**src/rtl/countdown_timer_param_if.sv**
```systemverilog
// Control/status bundle between the game control FSM (master) and the countdown timer (slave).
interface countdown_timer_param_if #(
   parameter int CNT_W = 4
);

   logic [CNT_W-1:0] value;
   logic             start;
   logic             pause;
   logic             auto_reload;

   logic [CNT_W-1:0] count;
   logic             running;
   logic             expired;
   logic             expired_pulse;
   logic             tick;
   logic             half_tick;

   modport master (
      output value, start, pause, auto_reload,
      input  count, running, expired, expired_pulse, tick, half_tick
   );

   modport slave (
      input  value, start, pause, auto_reload,
      output count, running, expired, expired_pulse, tick, half_tick
   );

endinterface

```
**src/rtl/countdown_timer_param.sv**
```systemverilog
// Countdown timer with programmable tick period, pause/resume and per-tick / half-period enables.
// Define TIMER_AUTORELOAD_EN to compile in the reload register and honour auto_reload.
module countdown_timer_param #(
   parameter int CNT_W       = 4,
   parameter int TICK_CYCLES = 100_000_000,
   parameter int PRE_W       = $clog2(TICK_CYCLES)
) (
   input logic                    clock,
   input logic                    reset,
   countdown_timer_param_if.slave bus
);

   localparam logic [1:0] ST_IDLE    = 2'd0;
   localparam logic [1:0] ST_RUN     = 2'd1;
   localparam logic [1:0] ST_PAUSED  = 2'd2;
   localparam logic [1:0] ST_EXPIRED = 2'd3;

   localparam logic [PRE_W-1:0] PRE_HALF = PRE_W'(TICK_CYCLES / 2 - 1);
   localparam logic [PRE_W-1:0] PRE_LAST = PRE_W'(TICK_CYCLES - 1);

   logic [1:0]       state_q, state_d;
   logic [CNT_W-1:0] count_q, count_d;
   logic [PRE_W-1:0] presc_q, presc_d;
   logic             tick_q, tick_d;
   logic             half_q, half_d;
   logic             pulse_q, pulse_d;
   logic             running_q;
   logic             expired_q;
   logic             reload_now;
   logic [CNT_W-1:0] reload_value;

`ifdef TIMER_AUTORELOAD_EN
   logic [CNT_W-1:0] reload_q;

   always_ff @(posedge clock) begin
      if (reset) begin
         reload_q <= '0;
      end else if (bus.start) begin
         reload_q <= bus.value;
      end
   end

   assign reload_now   = bus.auto_reload;
   assign reload_value = reload_q;
`else
   logic unused_auto_reload;

   assign unused_auto_reload = bus.auto_reload;
   assign reload_now         = 1'b0;
   assign reload_value       = '0;
`endif

   always_comb begin
      // NOTE: every output of this block gets a default first, so no path can infer a latch.
      state_d = state_q;
      count_d = count_q;
      presc_d = presc_q;
      tick_d  = 1'b0;
      half_d  = 1'b0;
      pulse_d = 1'b0;

      if (bus.start) begin
         // A restart discards the prescaler phase; no tick for the abandoned period.
         count_d = bus.value;
         presc_d = '0;
         if (bus.value != '0) begin
            state_d = ST_RUN;
         end else begin
            state_d = ST_EXPIRED;
            pulse_d = 1'b1;
         end
      end else begin
         case (state_q)
            ST_RUN, ST_PAUSED: begin
               if (bus.pause) begin
                  state_d = ST_PAUSED;
               end else begin
                  state_d = ST_RUN;
                  half_d  = (presc_q == PRE_HALF) || (presc_q == PRE_LAST);
                  if (presc_q == PRE_LAST) begin
                     presc_d = '0;
                     tick_d  = 1'b1;
                     if (count_q != '0) begin
                        count_d = count_q - CNT_W'(1);
                     end
                     if (count_q == CNT_W'(1)) begin
                        pulse_d = 1'b1;
                        if (reload_now) begin
                           count_d = reload_value;
                        end else begin
                           state_d = ST_EXPIRED;
                        end
                     end
                  end else begin
                     presc_d = presc_q + PRE_W'(1);
                  end
               end
            end
            ST_EXPIRED: begin
               count_d = '0;
            end
            default: begin
            end
         endcase
      end
   end

   always_ff @(posedge clock) begin
      // NOTE: sequential state uses non-blocking assignments so every flop samples pre-edge values.
      if (reset) begin
         state_q   <= ST_IDLE;
         count_q   <= '0;
         presc_q   <= '0;
         tick_q    <= 1'b0;
         half_q    <= 1'b0;
         pulse_q   <= 1'b0;
         running_q <= 1'b0;
         expired_q <= 1'b0;
      end else begin
         state_q   <= state_d;
         count_q   <= count_d;
         presc_q   <= presc_d;
         tick_q    <= tick_d;
         half_q    <= half_d;
         pulse_q   <= pulse_d;
         running_q <= (state_d == ST_RUN);
         expired_q <= (state_d == ST_EXPIRED);
      end
   end

   assign bus.count         = count_q;
   assign bus.running       = running_q;
   assign bus.expired       = expired_q;
   assign bus.expired_pulse = pulse_q;
   assign bus.tick          = tick_q;
   assign bus.half_tick     = half_q;

endmodule
```
**src/flat_wrapper.sv**
```systemverilog
// flat-port wrapper written by rule: the top's interface ports become plain ports
module countdown_timer_param_flat 
#(
   parameter int CNT_W       = 4,
   parameter int TICK_CYCLES = 100_000_000,
   parameter int PRE_W       = $clog2(TICK_CYCLES)
)
  (clock, reset, bus_value, bus_start, bus_pause, bus_auto_reload, bus_count, bus_running, bus_expired, bus_expired_pulse, bus_tick, bus_half_tick);
  countdown_timer_param_if #(.CNT_W(CNT_W)) bus_i ();
  input logic clock;
  input logic reset;
  input wire logic [$bits(bus_i.value)-1:0] bus_value;
  input wire logic [$bits(bus_i.start)-1:0] bus_start;
  input wire logic [$bits(bus_i.pause)-1:0] bus_pause;
  input wire logic [$bits(bus_i.auto_reload)-1:0] bus_auto_reload;
  output wire logic [$bits(bus_i.count)-1:0] bus_count;
  output wire logic [$bits(bus_i.running)-1:0] bus_running;
  output wire logic [$bits(bus_i.expired)-1:0] bus_expired;
  output wire logic [$bits(bus_i.expired_pulse)-1:0] bus_expired_pulse;
  output wire logic [$bits(bus_i.tick)-1:0] bus_tick;
  output wire logic [$bits(bus_i.half_tick)-1:0] bus_half_tick;
  assign bus_i.value = bus_value;
  assign bus_i.start = bus_start;
  assign bus_i.pause = bus_pause;
  assign bus_i.auto_reload = bus_auto_reload;
  assign bus_count = bus_i.count;
  assign bus_running = bus_i.running;
  assign bus_expired = bus_i.expired;
  assign bus_expired_pulse = bus_i.expired_pulse;
  assign bus_tick = bus_i.tick;
  assign bus_half_tick = bus_i.half_tick;
  countdown_timer_param #(.CNT_W(CNT_W), .TICK_CYCLES(TICK_CYCLES), .PRE_W(PRE_W)) u_core (.clock(clock), .reset(reset), .bus(bus_i));
endmodule
```
**config.mk**
```make
export PLATFORM = sky130hd
export DESIGN_NAME = countdown_timer_param_flat
export DESIGN_NICKNAME = d
export VERILOG_FILES = /design/src/rtl/countdown_timer_param_if.sv /design/src/rtl/countdown_timer_param.sv /design/src/flat_wrapper.sv
export SDC_FILE = /design/constraint.sdc
export NUM_CORES = 1
export LEC_CHECK = 0
export BUFFER_PORTS_ARGS = -buffer_cell sky130_fd_sc_hd__buf_4
export CAP_MARGIN = 30
export CELL_PAD_IN_SITES_DETAIL_PLACEMENT = 0
export CELL_PAD_IN_SITES_GLOBAL_PLACEMENT = 1
export CORE_MARGIN = 5
export CORE_UTILIZATION = 40
export CTS_CLUSTER_SIZE = 40
export DETAILED_ROUTE_END_ITERATION = 16
export PLACE_DENSITY_LB_ADDON = 0.1
export SKIP_LAST_GASP = 1
export SLEW_MARGIN = 40
export SYNTH_ARGS = -nofsm -noshare
export SYNTH_HDL_FRONTEND = slang
export SYNTH_SLANG_ARGS = --single-unit
```
**constraint.sdc**
```tcl
create_clock -name clock -period 2.2 [get_ports clock]
set_clock_uncertainty 0.05 [all_clocks]
set_input_delay 0.11 -clock clock [delete_from_list [all_inputs] [get_ports clock]]
set_output_delay 0.11 -clock clock [all_outputs]
set_load 0.05 [all_outputs]
```
==> summary.md <==
| Metric | Value |
|---|---|
| Status | `finished, final reports clean` |
| Synth unique cells | `42` |
| Total design power | `1.352 mW` |
| Top FF cell, synth | `dfxtp_1` |
| RSZ-0062 raised after global routing | `true` |
| Post-route DRC | `0` |
| Final ANT Viol Nets | `0` |
| Ys Warns | `0` |
| Minimum clock period | `2105 ps` |
| Relative slew margins | `0.6977` |
| Final Setup Violations | `0` |
| Fmax | `475.1 MHz` |
| Initial Util | `0.4154` |
| R2R setup slack | `100 ps` |
| Fin crit share | `0.9568` |
| Gr usage total | `0.1702` |
| Worst Setup Start Kind | `register` |
| Routed wire per std cell | `14.94 um` |
| I/O Pins | `18` |
| ANT cells | `0` |
| Global-route wire length before repair | `8.707 mm` |
| Detailed Route Iter0 Violations | `93` |
| Post-synthesis cell area | `1988 um2` |
| Seq/Total Area, Yosys | `0.3826` |
| Die Y | `80.50 um` |
| Critical Path Fanout Max | `9` |
| Leakage | `0.8181 nW` |
| TritonCTS clock tree | `done` |
| CTS Buffer Depth | `2` |
| Reg-to-reg startpoint | `u_core.presc_q[8]` |
| GPL Wtd Cong | `0.7884` |
| Layout Cells excl Fill | `337` |
| Post-DR vias/cell | `5.472` |
| Full die area | `6480 um2` |
| Asr flop ratio synth | `0` |
| Worst skew pair latency | `290 ps` |
| Measured slew at the worst slew-check pin | `453.5 ps` |
| FF+latch count, synth | `38` |
| Via count | `1844` |
| Most common cell after layout, fill and taps aside | `dfxtp_1` |
| PortBufs | `16` |
| MaxCap Viol Count | `0` |
| Die W | `80.50 um` |
| Critical path class | `reg -> reg` |
| Filler Cell Count | `487` |
| Critical Path End Type | `register` |
| Worst hold slack | `8.279 ps` |
| Largest net degree at the start of global routing | `17` |
| Max Transition Viols Final | `0` |
| Cell area after layout | `2405 um2` |
| Max VDD drop | `0.2656 mV` |
| DP HPWL | `3.689 mm` |
| Min-Delay Startpoint | `reset` |
| Total gr overflow | `0` |
| Clock Sinks | `38` |
| Hold-fix buffers at CTS | `0` |
| Vias in the first global route | `1792` |
| Setup WS pre-CTS | `68.39 ps` |
| Worst hold path class | `in -> reg` |
| H-tree levels | `2` |
| DRT Pass-1 Iters | `4` |
| Most frequent cells in the layout | `dfxtp_1 (38), buf_4 (32), nor2_1 (30), o21ai_0 (14), nand2_1 (13)` |
| Worst R2R Path Depth | `5` |
| WP data required | `2370 ps` |
| Pwr/cell area | `562.1 nW/um2` |
| Post-synth EDFFs | `0` |
| NumNets Final | `283` |
| Syn Area/Cell | `8.354 um2` |
| Syn_nets | `252` |
| Antenna violations before repair | `0` |
| Fraction of layout cells with a size suffix above 1 | `0.1889` |
| Hold path cells | `2` |
| Root buf cell | `clkbuf_8` |
| Routed wire length | `5.034 mm` |
| CTS buffer count | `5` |
| DP Area | `2297 um2` |
| Reg clk slew, reported paths | `80 ps` |
| Area Growth Syn to Fin | `20.96%` |
| Hold Path Sink | `u_core.bus.count[1]` |
| Number of hold violations in the final report | `0` |
| Placed cells | `329` |
| Setup WS post-layout | `95.10 ps` |
| Core ar. | `4786 um2` |
| # rows | `25` |
| FF-to-FF End | `u_core.bus.expired_pulse` |
| Syn Inst Count | `238` |
| Worst Path Arrival | `2280 ps` |
| Total setup buffers inserted after CTS | `0` |
==> how the worst max path moves through the flow <==
stage / start / to / cells after the start
after floorplan: u_core.state_q[0] / u_core.presc_q[20] / 7
after global placement: u_core.presc_q[8] / u_core.presc_q[16] / 5
final: u_core.presc_q[8] / u_core.bus.expired_pulse / 5
after CTS: u_core.presc_q[8] / u_core.presc_q[16] / 5
after global routing: u_core.presc_q[8] / u_core.bus.expired_pulse / 5
after detailed placement: u_core.presc_q[8] / u_core.presc_q[16] / 5
==> registers in the layout, summed over array words and instances, names as in the netlist <==
register	flops
u_core.bus.expired	1
u_core.state_q	2
u_core.bus.running	1
u_core.presc_q	27
u_core.bus.half_tick	1
u_core.bus.count	4
u_core.bus.expired_pulse	1
u_core.bus.tick	1
==> area by class of cell <==
type | instances | area [um2] | share of cell area
clock buffer | 7 | 86.33 | 0.03590
clock inverter | 1 | 5.005 | 0.002081
inverter | 9 | 33.78 | 0.01405
multi-input combinational | 182 | 1175 | 0.4886
sequential | 38 | 760.7 | 0.3163
tap | 67 | 83.83 | 0.03486
timing repair buffer | 33 | 260.3 | 0.1082
==> timing repair <==
action | in CTS | in global routing
endpoints found under the hold margin | 0 | 0
resized for setup | 0 | 3
endpoints found under the setup margin | 0 | 9
==> synthesized netlist by cell type, types with 2 or more instances <==
library cell,instances,area (um2)
a32o_1,8,80.08
mux2i_1,2,20.02
a221oi_1,2,17.52
and2_1,3,18.77
or2_2,3,18.77
a21oi_1,12,60.06
xnor2_1,8,70.07
nand2_1,13,48.80
nor4_1,11,68.82
nand4_1,9,56.30
inv_1,9,33.78
o211ai_1,4,30.03
clkbuf_1,8,30.03
xor2_1,4,35.03
a32oi_1,2,17.52
nor3_1,13,65.06
nand3_1,11,55.05
ha_1,5,62.56
nor3b_1,3,22.52
and3_1,2,12.51
dfxtp_1,38,760.7
o21ai_0,14,70.07
nor2_1,30,112.6
or3_1,5,31.28
a311oi_1,2,17.52
==> power by group <==
| part | internal, mW | leakage (nW) | total, mW | switching, mW |
|---|---|---|---|---|
| sequential | 0.700 | 0.308 | 0.711 | 0.0113 |
| clock | 0.253 | 0.0482 | 0.494 | 0.241 |
| combinational | 0.0533 | 0.462 | 0.147 | 0.0935 |
| total | 1.01 | 0.818 | 1.35 | 0.346 |
==> worst max-delay path: stages (launching register included) <==
cell and delay (ps):
dfxtp_1 320, or4_4 570, nor4_4 400, nand3_4 180, or3b_1 380, a21oi_1 150
==> stage by stage <==
step / util / TNS, ps
2_1_floorplan: - / 0
3_3_place_gp: 0.4800 / 0
3_5_place_dp: 0.4800 / 0
4_1_cts: 0.4991 / 0
5_1_grt: 0.5025 / -52.65
6_report: 0.5025 / 0
==> cell families after synthesis <==
logic type,Yosys count,synth area share
buffers and inverters,18,0.03461
and+or+nand+nor,116,0.3285
xor gates and xnor gates,12,0.05286
adders and majority gates,5,0.03147
muxes,2,0.01007
DFF,38,0.3826
AOI/OAI and AO/OA,47,0.1599
==> per-layer routing <==
| layer | global-route usage | share of wire |
|---|---|---|
| met1 | 0.2395 | 0.50 |
| met2 | 0.2566 | 0.44 |
| met3 | 0.03924 | 0.047 |
| met4 | 0.05068 | 0.016 |
| met5 | 0 | 0 |
Power figures use the tool's default switching activity.
